File: src/rtl/dtg_vga.sv
// 640x480@60Hz VGA display timing generator: pixel tick divider, row/column counters, delayed sync/blank.
// Optional macro DTG_FRAME_TICK_EN adds a frame_tick pulse on the end-of-frame wrap.
module dtg_vga #(
   parameter int CLK_DIV    = 4,
   parameter int H_VISIBLE  = 640,
   parameter int H_FP       = 16,
   parameter int H_SYNC     = 96,
   parameter int H_BP       = 48,
   parameter int V_VISIBLE  = 480,
   parameter int V_FP       = 10,
   parameter int V_SYNC     = 2,
   parameter int V_BP       = 33,
   parameter int SYNC_POL   = 0,
   parameter int SYNC_DELAY = 1
) (
   input  logic       clk,
   input  logic       reset,
   output logic       pix_en,
   output logic [9:0] pixel_column,
   output logic [9:0] pixel_row,
   output logic       horiz_sync,
   output logic       vert_sync,
   output logic       video_on
`ifdef DTG_FRAME_TICK_EN
   ,
   output logic       frame_tick
`endif
);

   localparam int H_TOTAL = H_VISIBLE + H_FP + H_SYNC + H_BP;
   localparam int V_TOTAL = V_VISIBLE + V_FP + V_SYNC + V_BP;

   localparam logic [9:0] H_LAST   = 10'(H_TOTAL - 1);
   localparam logic [9:0] V_LAST   = 10'(V_TOTAL - 1);
   localparam logic [9:0] H_VIS    = 10'(H_VISIBLE);
   localparam logic [9:0] V_VIS    = 10'(V_VISIBLE);
   localparam logic [9:0] HS_START = 10'(H_VISIBLE + H_FP);
   localparam logic [9:0] HS_END   = 10'(H_VISIBLE + H_FP + H_SYNC);
   localparam logic [9:0] VS_START = 10'(V_VISIBLE + V_FP);
   localparam logic [9:0] VS_END   = 10'(V_VISIBLE + V_FP + V_SYNC);
   localparam logic [3:0] DIV_LAST = 4'(CLK_DIV - 1);
   localparam logic       ACT_LVL  = 1'(SYNC_POL);

   logic [3:0] div;
   logic       div_last;
   logic       hs_raw;
   logic       vs_raw;
   logic       von_raw;
   logic [2:0] raw_bus;
   logic [2:0] act;

   assign div_last = (div == DIV_LAST);

   // pix_en is registered from the terminal count, so it lands on the CLK_DIV-th edge after reset.
   always_ff @(posedge clk or posedge reset) begin
      if (reset) begin
         div    <= '0;
         pix_en <= 1'b0;
      end else begin
         div    <= div_last ? 4'd0 : div + 4'd1;
         pix_en <= div_last;
      end
   end

   always_ff @(posedge clk or posedge reset) begin
      if (reset) begin
         pixel_column <= '0;
         pixel_row    <= '0;
      end else if (pix_en) begin
         if (pixel_column == H_LAST) begin
            pixel_column <= '0;
            pixel_row    <= (pixel_row == V_LAST) ? 10'd0 : pixel_row + 10'd1;
         end else begin
            pixel_column <= pixel_column + 10'd1;
         end
      end
   end

   assign hs_raw  = (pixel_column >= HS_START) && (pixel_column < HS_END);
   assign vs_raw  = (pixel_row >= VS_START) && (pixel_row < VS_END);
   assign von_raw = (pixel_column < H_VIS) && (pixel_row < V_VIS);
   assign raw_bus = {hs_raw, vs_raw, von_raw};

   // Without delay stages, reset must still force the outputs inactive since counters read (0,0).
   generate
      if (SYNC_DELAY == 0) begin : g_nodelay
         assign act = reset ? 3'b000 : raw_bus;
      end else begin : g_delay
         logic [SYNC_DELAY-1:0][2:0] stage;

         always_ff @(posedge clk or posedge reset) begin
            if (reset) begin
               stage <= '0;
            end else if (pix_en) begin
               stage[0] <= raw_bus;
               for (int i = 1; i < SYNC_DELAY; i++) begin
                  stage[i] <= stage[i-1];
               end
            end
         end

         assign act = stage[SYNC_DELAY-1];
      end
   endgenerate

   assign horiz_sync = act[2] ? ACT_LVL : ~ACT_LVL;
   assign vert_sync  = act[1] ? ACT_LVL : ~ACT_LVL;
   assign video_on   = act[0];

`ifdef DTG_FRAME_TICK_EN
   always_ff @(posedge clk or posedge reset) begin
      if (reset) begin
         frame_tick <= 1'b0;
      end else begin
         frame_tick <= div_last && (pixel_column == H_LAST) && (pixel_row == V_LAST);
      end
   end
`endif

endmodule

File: config.mk
export PLATFORM = sky130hd
export DESIGN_NAME = dtg_vga
export DESIGN_NICKNAME = d
export VERILOG_FILES = /design/src/rtl/dtg_vga.sv
export SDC_FILE = /design/constraint.sdc
export NUM_CORES = 1
export LEC_CHECK = 0
export ABC_AREA = 1
export ABC_CLOCK_PERIOD_IN_PS = 1380
export BUFFER_PORTS_ARGS = -buffer_cell sky130_fd_sc_hd__buf_4
export CORE_MARGIN = 2
export CORE_UTILIZATION = 45
export CTS_CLUSTER_SIZE = 8
export DETAILED_ROUTE_END_ITERATION = 12
export PLACE_DENSITY = 0.69
export REMOVE_ABC_BUFFERS = 1
export SYNTH_ARGS = -nofsm -noshare
export SYNTH_HDL_FRONTEND = slang
export SYNTH_SLANG_ARGS = --single-unit
File: constraint.sdc
create_clock -name clk -period 1.38 [get_ports clk]
set_clock_uncertainty 0.1 [all_clocks]
set_input_delay 0.207 -clock clk [delete_from_list [all_inputs] [get_ports clk]]
set_output_delay 0.207 -clock clk [all_outputs]
set_load 0.03 [all_outputs]
Word level (Yosys, flattened, before mapping)
Cells that the tools add are included.
{"block": "word_totals", "regBits": 28, "wordCells": 26}
{"block": "op_classes", "mux": 5, "reduce_logical": 4, "n_addsub": 3, "n_eq_ne": 3, "n_lt_le_gt_ge": 6}
{"operator": "$add 10x1->10 const B", "n": 2}
{"operator": "$eq 10x10->1 const B", "n": 2}
{"operator": "$lt 10x10->1 const B", "n": 2}
{"operator": "$lt 10x9->1 const B", "n": 2}
{"operator": "$mux 10", "n": 2}
{"operator": "$ge 10x10->1 const B", "n": 1}
{"operator": "$ge 10x9->1 const B", "n": 1}
{"operator": "$add 4x1->4 const B", "n": 1}
{"operator": "$eq 4x2->1 const B", "n": 1}
{"operator": "$mux 4", "n": 1}
{"operator": "$logic_and 1x1->1", "n": 3}
{"operator": "$mux 1", "n": 2}
{"operator": "$reduce_and 2->1", "n": 1}

Logic depth before layout (Yosys ltp)
Gate-level depths: netlist (run 1).
{"block": "logic_depth", "depth_word": 2, "ltp_mapped": 9, "mapped_depth_nobuf": 9}

Least setup slack after synthesis (run 1)
OpenSTA, ideal clock, no wires.
{"block": "synth_timing", "path_kind": "flip-flop to flip-flop", "startpoint": "register pixel_column[1]", "endpoint": "register pixel_row[6]", "n_path_buf": 0, "period_less_slack_ps": 1620, "arrival_ps": 1385, "setup_time_ps": 135, "path_stages_with_launch": 8, "setup_slack_ps": -240, "cell_sequence": "dfrtp_1 ha_1 inv_1 nor2_4 nand2_2 nor2_4 nand2_2 xnor2_1"}
{"block": "synth_via", "elab_chain_len": 2}
{"element": "start: declaration", "line_no": "19", "source": "output logic [9:0] pixel_column,"}
{"element": "start signal: assignment", "line_no": "74", "source": "pixel_column <= pixel_column + 10'd1;"}
{"element": "$eq 10x10->1", "line_no": "70", "source": "if (pixel_column == H_LAST) begin"}
{"element": "$reduce_and 2->1 (no source line)"}
{"element": "end signal: assignment", "line_no": "72", "source": "pixel_row <= (pixel_row == V_LAST) ? 10'd0 : pixel_row + 10'd1;"}
{"element": "end: declaration", "line_no": "20", "source": "output logic [9:0] pixel_row,"}
Every way passes these cells.
A chain may end at the register's enable or synchronous reset.

Final worst setup path (run 1)
{"block": "layout_timing", "startpoint": "register pixel_column[1]", "endpoint": "register pixel_row[9]"}
The elaborated chain is that of the path after synthesis.

==> metrics, run 1 <==
Die Ht=62.7 um; gpl congestion=0.809; Clk pwr share=32.4%; met3 WL post-DR=93 um; clk buf depth=2; DR WL/cell=12.6 um; Logic pwr share=1.8%; CP endpoint kind=flop; largest net degree at the start of global routing=29; nets@finish=270; First-pass DRT Iterations=4; Synth Register Bits=28; switch share=20.8%; critical path arrival=1.61 ns; Seq/Total Area, Yosys=45.1%; CORE AREA=3340 um^2; first-pass GRT wire length=6.17 mm; starting DRC count in detailed routing=50; min cycle time layout=1.48 ns; CP bufs+invs=1; TritonCTS Buffers=3; M1 WL=1.74 mm; DRC Markers=0; final hold viol count=0; clock sink count=28; initial antenna violation count=0; CP max stage cell=dfrtp_1; Initial Utilization=46.5%; Seq pwr share=65.8%; Finish-stage setup viols=14; Hold Path Class=flop to flop; CTS tree=yes; hpwl dp=2.41 mm; share of cells above drive strength 1=41.8%; CP peak stage delay=0.40 ns; Mapped Area=1550 um^2; met2 WL=1.99 mm; # IOs=26; Crit path max-delay family=simple AND/OR/NAND/NOR gates; global-route usage over all layers=19.5%; worst-path maximum fanout=5; CP Class=flop to flop; n_diodes=0; fmax=677 MHz; DR vias=1,461; Rows=21; setup ws final=-0.0961 ns; Yosys cell types=23; Syn. warnings=0; # port buffers=25; crit start category=flop; Final Max Slew Viols=0; status=finished with violations; htree depth=1; Worst-Margin Slew=0.362 ns; fin util=70.0%; max layer used=met4; Final ANT Viol Nets=0; Gate Count Post-Synth=194; worst-skew pair later-pin latency=0.32 ns; commonest non-fill, non-tap cell in the layout=buf_4; Die W=62.7 um; critical-path cell list=ha_2, inv_2, nor2_4, nand2_4, nor2_4, nand3_1, nand2_1, nor2_1; CTS root buf=clkbuf_4; Critical Path RT=1.51 ns; number of vias per cell=4.76; commonest cells after routing, fill and taps aside=35 x buf_4, 32 x nand2_1, 27 x buf_6; maximum vdd drop=0.419 mV; CP dominant cell by count=nor2_4; remaining global-route overflow=0; DP Cell Count=286; Layout Area Growth over Synthesis=50.5%; final worst path period share=107%; Leakage=1.19 nW; Internal=0.000988 W; pwr/cell area=534 nW/um^2; RSZ-0062 raised after global routing=true; Avg Cell Area, Syn=8.00 um^2; relative slew slack=75.9%; Finished Layout Cells=307; total of max-cap violations=0; NetSw=0.000260 W; clk slew on worst S/H paths=0.15 ns; DRT Wirelength=3.86 mm; Die Area=3940 um^2; failing checks=setup timing; vias in the first global route=1,379
-- state kept, by name, summed over array words and instances (netlist names) --
name and flops:
act 3, div 4, pix_en 1, pixel_row 10
pixel_column 10
-- power by group through the flow --
stage | clock [W] | sequential (W) | combinational, W
floorplan | 0 | 0.000836 | 0.0000122
global placement | 0 | 0.000836 | 0.0000214
detailed placement | 0 | 0.000836 | 0.0000217
CTS | 0.000406 | 0.000821 | 0.0000239
global route | 0.000469 | 0.000821 | 0.0000265
finish | 0.000404 | 0.000821 | 0.0000228
-- timing repair --
item                       in CTS  in global routing
setup endpoints to repair      22                 36
pin swaps                      10                  7
buffers inserted                7                  8
hold buffers                    1                  0
cloned                          1                  0
resized for setup              22                 38
hold endpoints to repair       28                  0
-- through the flow --
step | hold WS (ns) | total power (W) | setup WS [ns] | TNS [ns] | area [um^2]
floorplan | 0.172 | 0.000848 | -0.278 | -3.74 | 1540
global placement | 0.203 | 0.000857 | -0.0435 | -0.0978 | 1970
detailed placement | 0.205 | 0.000858 | -0.136 | -0.594 | 1970
CTS | 0.387 | 0.00125 | -0.0510 | -0.281 | 2140
global route | 0.395 | 0.00132 | -0.190 | -2.76 | 2340
finish | 0.380 | 0.00125 | -0.0961 | -0.564 | 2340
-- final timing paths --
path / from / to / slack [ns] / depth (start not counted)
setup / recovery: pixel_column[1]$_DFFE_PP0P_ / pixel_row[9]$_DFFE_PP0P_ / -0.1 / 8
hold / removal: div[0]$_DFF_PP0_ / div[0]$_DFF_PP0_ / 0.38 / 1
setup reg to reg: pixel_column[1]$_DFFE_PP0P_ / pixel_row[9]$_DFFE_PP0P_ / -0.1 / 8
hold reg to reg: div[0]$_DFF_PP0_ / div[0]$_DFF_PP0_ / 0.38 / 1
max in group asynchronous: reset / pixel_row[0]$_DFFE_PP0P_ / 0.49 / 4
min in group asynchronous: reset / pixel_column[2]$_DFFE_PP0P_ / 0.41 / 4
-- per-layer routing --
metal / track usage, % / vias to the layer above
li1: - / 737
met1: 25.9 / 693
met2: 32.0 / 27
met3: 3.96 / 4
met4: 6.39 / 0
met5: 0 / -
-- synth_stat cells (all sizes together) --
cell / number / share of area (%)
a21oi: 6 / 1.9
buf: 2 / 1.0
dfrtp: 28 / 45
ha: 6 / 4.8
inv: 32 / 7.7
nand2: 43 / 11
nand3: 13 / 4.2
nand4: 3 / 1.6
nor2: 33 / 9.9
nor3: 2 / 0.64
o2111ai: 1 / 0.56
o21ai: 12 / 4.4
o22ai: 1 / 0.40
or2: 2 / 0.81
xnor2: 4 / 2.3
xor2: 6 / 3.4
-- cell type report --
cell class                      instances  area [um^2]
Tap cell                               46         57.6
Sequential cell                        28          703
Fill cell                             264         1000
Timing Repair Buffer                   64          597
Inverter                               32          123
Multi-Input combinational cell        133          821
Clock buffer                            4         36.3
-- cell families (layout without fill, tap and decap cells) --
family | Yosys count | in the layout | synth area share, %
compound gates | 20 | 20 | 7.25
xor+xnor | 10 | 10 | 5.64
fa+ha+maj | 6 | 6 | 4.83
buf+inv | 34 | 100 | 8.78
flops | 28 | 28 | 45.1
simple gates | 96 | 97 | 28.4
(Power assumes the default switching activity.)
==> run 2: changes to the inputs <==
==> constraint.sdc (replaced) <==
create_clock -name clk -period 1.38 [get_ports clk]
set_clock_uncertainty 0.1 [all_clocks]
set_input_delay 0.069 -clock clk [delete_from_list [all_inputs] [get_ports clk]]
set_output_delay 0.069 -clock clk [all_outputs]
set_load 0.03 [all_outputs]
==> run 2 against run 1 <==
Compared with the run above: the flow still finishes with violations (setup timing); first-iteration DRC count increased by 18%; design area shrank 7.1%; die area stayed put; register-to-register slack gained 0.02 ns; sequential power barely moved; cell count decreased by 2.9%.
==> metrics, run 2 (synthesis gave the netlist of run 1 again) <==
Leakage=1.11 nW; CORE AREA=3340 um^2; pwr/cell area=576 nW/um^2; # IOs=26; worst r2r src=pixel_column[1]$_DFFE_PP0P_; min cycle time layout=1.46 ns; remaining global-route overflow=0; nets@finish=261; worst-skew pair later-pin latency=0.33 ns; largest net degree at the start of global routing=29; DR WL/cell=11.8 um; Fillers=304; total of max-cap violations=0; htree depth=1; starting DRC count in detailed routing=59; number of vias per cell=4.70; First-pass DRT Iterations=4; fin util=65.1%; critical path launch point=pixel_column[1]$_DFFE_PP0P_; Final ANT Viol Nets=0; Regs by FF count=pixel_column: 10 flops, pixel_row: 10 flops, div: 4 flops; failing checks=setup timing; Layout Area Growth over Synthesis=39.9%; CP Class=flop to flop; DRT Wirelength=3.51 mm; share of cells above drive strength 1=40.1%; clk slew on worst S/H paths=0.15 ns; CTS root buf=clkbuf_4; gpl congestion=0.809; Critical Path RT=1.52 ns; CP endpoint kind=flop; relative slew slack=76.0%; Setup crit end=pixel_row[9]$_DFFE_PP0P_; crit start category=flop; Worst-Margin Slew=0.359 ns; Area after DPL=1970 um^2; CTS tree=yes; final worst path period share=105%; first-pass GRT wire length=5.94 mm; Initial Utilization=46.5%; design area=2170 um^2; fmax=687 MHz; Final Max Slew Viols=0; Rows=21; Die Area=3940 um^2; Register-to-Register Path Depth=8; clk buf depth=2; vias in the first global route=1,320; hpwl dp=2.41 mm; maximum vdd drop=0.427 mV; commonest cells after routing, fill and taps aside=51 x buf_4, 33 x nand2_1, 27 x dfrtp_1; # port buffers=25; Die Ht=62.7 um; Finish-stage setup viols=12; TritonCTS Buffers=3; clock sink count=28; n_diodes=0; global-route usage over all layers=18.8%; final hold viol count=0; worst-path maximum fanout=5; FF-to-FF End=pixel_row[9]$_DFFE_PP0P_; Die W=62.7 um; critical path arrival=1.60 ns; commonest non-fill, non-tap cell in the layout=buf_4; DR vias=1,401; R2R setup slack=-0.08 ns; Hold Path Class=input pin to async pin; RSZ-0062 raised after global routing=true; DRC Markers=0; status=finished with violations; setup ws final=-0.0751 ns; initial antenna violation count=0
[run 2: critical path: stages (launching register included)]
cell	delay, ns
dfrtp_1	0.39
ha_2	0.20
inv_2	0.05
nor2_4	0.15
nand2_4	0.09
nor2_4	0.18
nand3_2	0.09
nand2_1	0.08
nor2_1	0.04
[run 2: layout make-up]
class / count / area [um^2] / area share, %
Sequential cell: 28 / 702 / 32.3
Clock buffer: 4 / 36.3 / 1.67
Multi-Input combinational cell: 133 / 821 / 37.8
Timing Repair Buffer: 55 / 435 / 20.0
Tap cell: 46 / 57.6 / 2.65
Inverter: 32 / 120 / 5.53
[run 2: repair_timing]
action,CTS,global route
buffers inserted,2,4
cloned,1,0
pin swaps,10,8
hold buffers,1,0
setup endpoints to repair,15,20
gates resized for setup,15,19
endpoints found under the hold margin,28,0
[run 2: worst min-delay path by stage]
stage / slack, ns / startpoint / cells past startpoint / endpoint
after floorplan: 0.03 / reset / 1 / act[0]$_DFFE_PP0P_
after global placement: 0.07 / reset / 3 / pixel_column[2]$_DFFE_PP0P_
after detailed placement: 0.07 / reset / 3 / pixel_column[2]$_DFFE_PP0P_
after CTS: 0.25 / reset / 4 / pixel_column[2]$_DFFE_PP0P_
after global routing: 0.27 / reset / 4 / pixel_column[2]$_DFFE_PP0P_
final: 0.24 / reset / 4 / pixel_row[9]$_DFFE_PP0P_
[run 2: metal layers]
| layer | GRT usage (%) | part of all wire (%) | up-vias |
|---|---|---|---|
| met5 | 0 | 0 | - |
| met4 | 5.83 | 1.9 | 0 |
| met3 | 3.24 | 3.5 | 8 |
| met2 | 30.4 | 48 | 34 |
| met1 | 25.9 | 47 | 635 |
| li1 | - | - | 724 |
[run 2: stage by stage]
step                      hold slack [ns]  TNS, ns  cells  setup WS, ns  power, W
after floorplan                    0.0344    -3.74    192        -0.278  0.000848
after global placement             0.0654  -0.0978    286       -0.0435  0.000857
after detailed placement           0.0672   -0.594    286        -0.136  0.000858
after CTS                           0.254   -0.246    294       -0.0510   0.00125
after global routing                0.267    -2.14    298        -0.178   0.00131
final                               0.241   -0.379    298       -0.0751   0.00125
[run 2: report_power, final]
group	switching [W]	internal (W)	total [W]	leakage [nW]
Sequential	0	0.000821	0.000821	0.370
Clock	0.000247	0.000162	0.000408	0.0210
Combinational	0.0000166	0.00000570	0.0000223	0.717
==> run 3: changes to the inputs <==
- ABC_CLOCK_PERIOD_IN_PS: 1380 -> 1300
- clock period: 1.38 -> 1.3 ns (I/O delays scaled with it)
==> run 3 against run 2 <==
Compared with the run above: the flow still finishes with violations (setup timing); hold slack got worse by 0.016 ns; design area up 9.7%; utilization increased by 6.3 points; first-iteration DRC count up 22%; flip-flop and latch count stayed put; via count is 4.4% higher; combinational power increased by 6%; routed wire length rose by 11%; maximum frequency decreased by 1.3%; sequential share of layout area is 2.7 points lower; worst setup slack got worse by 0.099 ns; largest cell class unchanged.
==> metrics, run 3 (synthesis gave the netlist of run 1 again) <==
CP endpoint kind=flop; dpl ws=-0.155 ns; Rows=21; CP Class=flop to flop; FF+latch area=706 um^2; commonest cells after routing, fill and taps aside=46 x buf_4, 31 x nand2_1, 24 x inv_1, 24 x dfrtp_1, 23 x nor2_1; multi-input logic area=871 um^2; htree depth=1; Initial Utilization=46.5%; Leakage=1.18 nW; remaining global-route overflow=0; Crit path max-delay family=simple AND/OR/NAND/NOR gates; Worst-Margin Slew=0.360 ns; fmax=678 MHz; Clk pwr share=33.2%; clk slew on worst S/H paths=0.16 ns; DRT Wirelength=3.88 mm; maximum vdd drop=0.394 mV; starting DRC count in detailed routing=72; share of cells above drive strength 1=46.8%; final worst path period share=113%; design area=2380 um^2; CP bufs+invs=1; first-pass GRT wire length=5.96 mm; Critical Path RT=1.45 ns; met2 WL=1.95 mm; switch share=21.7%; fin util=71.4%; critical path arrival=1.62 ns; Register-to-Register Path Depth=8; # IOs=26; global-route usage over all layers=18.9%; final hold viol count=0; RSZ-0062 raised after global routing=true; setup ws final=-0.174 ns; Regs by FF count=pixel_column: 10 flops, pixel_row: 10 flops, div: 4 flops; max layer used=met4; hpwl dp=2.42 mm; failing checks=setup timing; largest net degree at the start of global routing=29; n_diodes=0; status=finished with violations; worst-path maximum fanout=5; Area after DPL=2030 um^2; clock sink count=28; Die Ht=62.7 um; critical-path cell list=ha_2, inv_2, nor2_4, nand2_4, nor2_4, nand3_2, nand2_1, nor2_1; CP max stage cell=dfrtp_1; clk buf depth=2; Levels on crit path=8; DRC Markers=0; Final ANT Viol Nets=0; Logic pwr share=1.8%; pwr/cell area=562 nW/um^2; met3 WL post-DR=102 um; Internal=0.00105 W; Die W=62.7 um; min cycle time layout=1.47 ns; CTS root buf=clkbuf_4; crit start category=flop; NetSw=0.000290 W; vias in the first global route=1,349; total of max-cap violations=0; Hold Path Class=input pin to async pin; Pwr Total=0.00134 W; relative slew slack=76.0%; CTS tree=yes; worst-skew pair later-pin latency=0.34 ns; nets@finish=272; initial antenna violation count=0; Final Max Slew Viols=0; gpl congestion=0.803; M1 WL=1.79 mm; CP peak stage delay=0.39 ns; CP dominant cell by count=nor2_4; number of vias per cell=4.73; Die Area=3940 um^2; TritonCTS Buffers=3; Seq pwr share=65.0%; Fillers=267; CORE AREA=3340 um^2; DR WL/cell=12.6 um; # port buffers=25; Finish-stage setup viols=18; DR vias=1,462; Layout Area Growth over Synthesis=53.5%; First-pass DRT Iterations=4; commonest non-fill, non-tap cell in the layout=buf_4
## run 3: changes by cell type in the layout (fill, tap and decap cells not counted), moves of 2 or more
cell / previous run / this run
nor2_1: 25 / 23
nor2_2: 3 / 6
nand2_4: 1 / 3
dfrtp_1: 27 / 24
o21ai_2: 2 / 4
nand2_1: 33 / 31
dfrtp_2: 1 / 4
buf_4: 51 / 46
buf_6: 2 / 16
o21ai_0: 7 / 5
inv_2: 8 / 6
## run 3: final cells by class
cell class | instances | area share [%]
repair buffers | 66 | 24.6
flip-flops and latches | 28 | 29.6
multi-input cells | 133 | 36.5
inverters | 32 | 5.35
well taps | 46 | 2.41
clock buffers | 4 | 1.52
## run 3: power groups by stage
stage	logic [W]	registers [W]	clock network (W)
2_1_floorplan	0.0000129	0.000887	0
3_3_place_gp	0.0000229	0.000887	0
3_5_place_dp	0.0000226	0.000887	0
4_1_cts	0.0000249	0.000871	0.000440
5_1_grt	0.0000280	0.000872	0.000496
6_report	0.0000236	0.000871	0.000445
## run 3: worst paths after layout
kind | start | endpoint | slack, ns
worst max-delay path | pixel_column[0]$_DFFE_PP0P_ | pixel_row[9]$_DFFE_PP0P_ | -0.17
worst min-delay path | reset | pixel_column[0]$_DFFE_PP0P_ | 0.23
worst max register to register | pixel_column[0]$_DFFE_PP0P_ | pixel_row[9]$_DFFE_PP0P_ | -0.17
worst min register to register | div[0]$_DFF_PP0_ | div[0]$_DFF_PP0_ | 0.36
max in group asynchronous | reset | pixel_row[6]$_DFFE_PP0P_ | 0.59
min in group clk | div[0]$_DFF_PP0_ | div[0]$_DFF_PP0_ | 0.36
## run 3: stage by stage
stage          hold WS [ns]  TNS, ns  instances
6_report              0.225    -1.86        309
5_1_grt               0.261    -3.48        309
4_1_cts               0.238    -1.41        303
3_5_place_dp         0.0592    -1.28        294
3_3_place_gp         0.0620   -0.943        294
2_1_floorplan        0.0304    -5.33        192
## run 3: worst reg2reg max path: stages, from the launching register on
cell     delay, ns
dfrtp_1       0.39
ha_2          0.19
inv_2         0.04
nor2_4        0.15
nand2_4       0.10
nor2_4        0.19
nand3_2       0.10
nand2_1       0.08
nor2_1        0.04
## run 3: repair_timing
action	in CTS	in global routing
buffers inserted	3	7
cloned	1	2
gates resized for setup	19	50
endpoints found under the hold margin	28	0
endpoints found under the setup margin	18	30
pin swaps	5	12
hold buffers	1	0
## run 3: routing by layer
metal / vias up / global-route usage (%)
met1: 689 / 25.8
met2: 20 / 31.7
li1: 748 / -
met4: 0 / 5.00
met5: - / 0
met3: 5 / 2.52
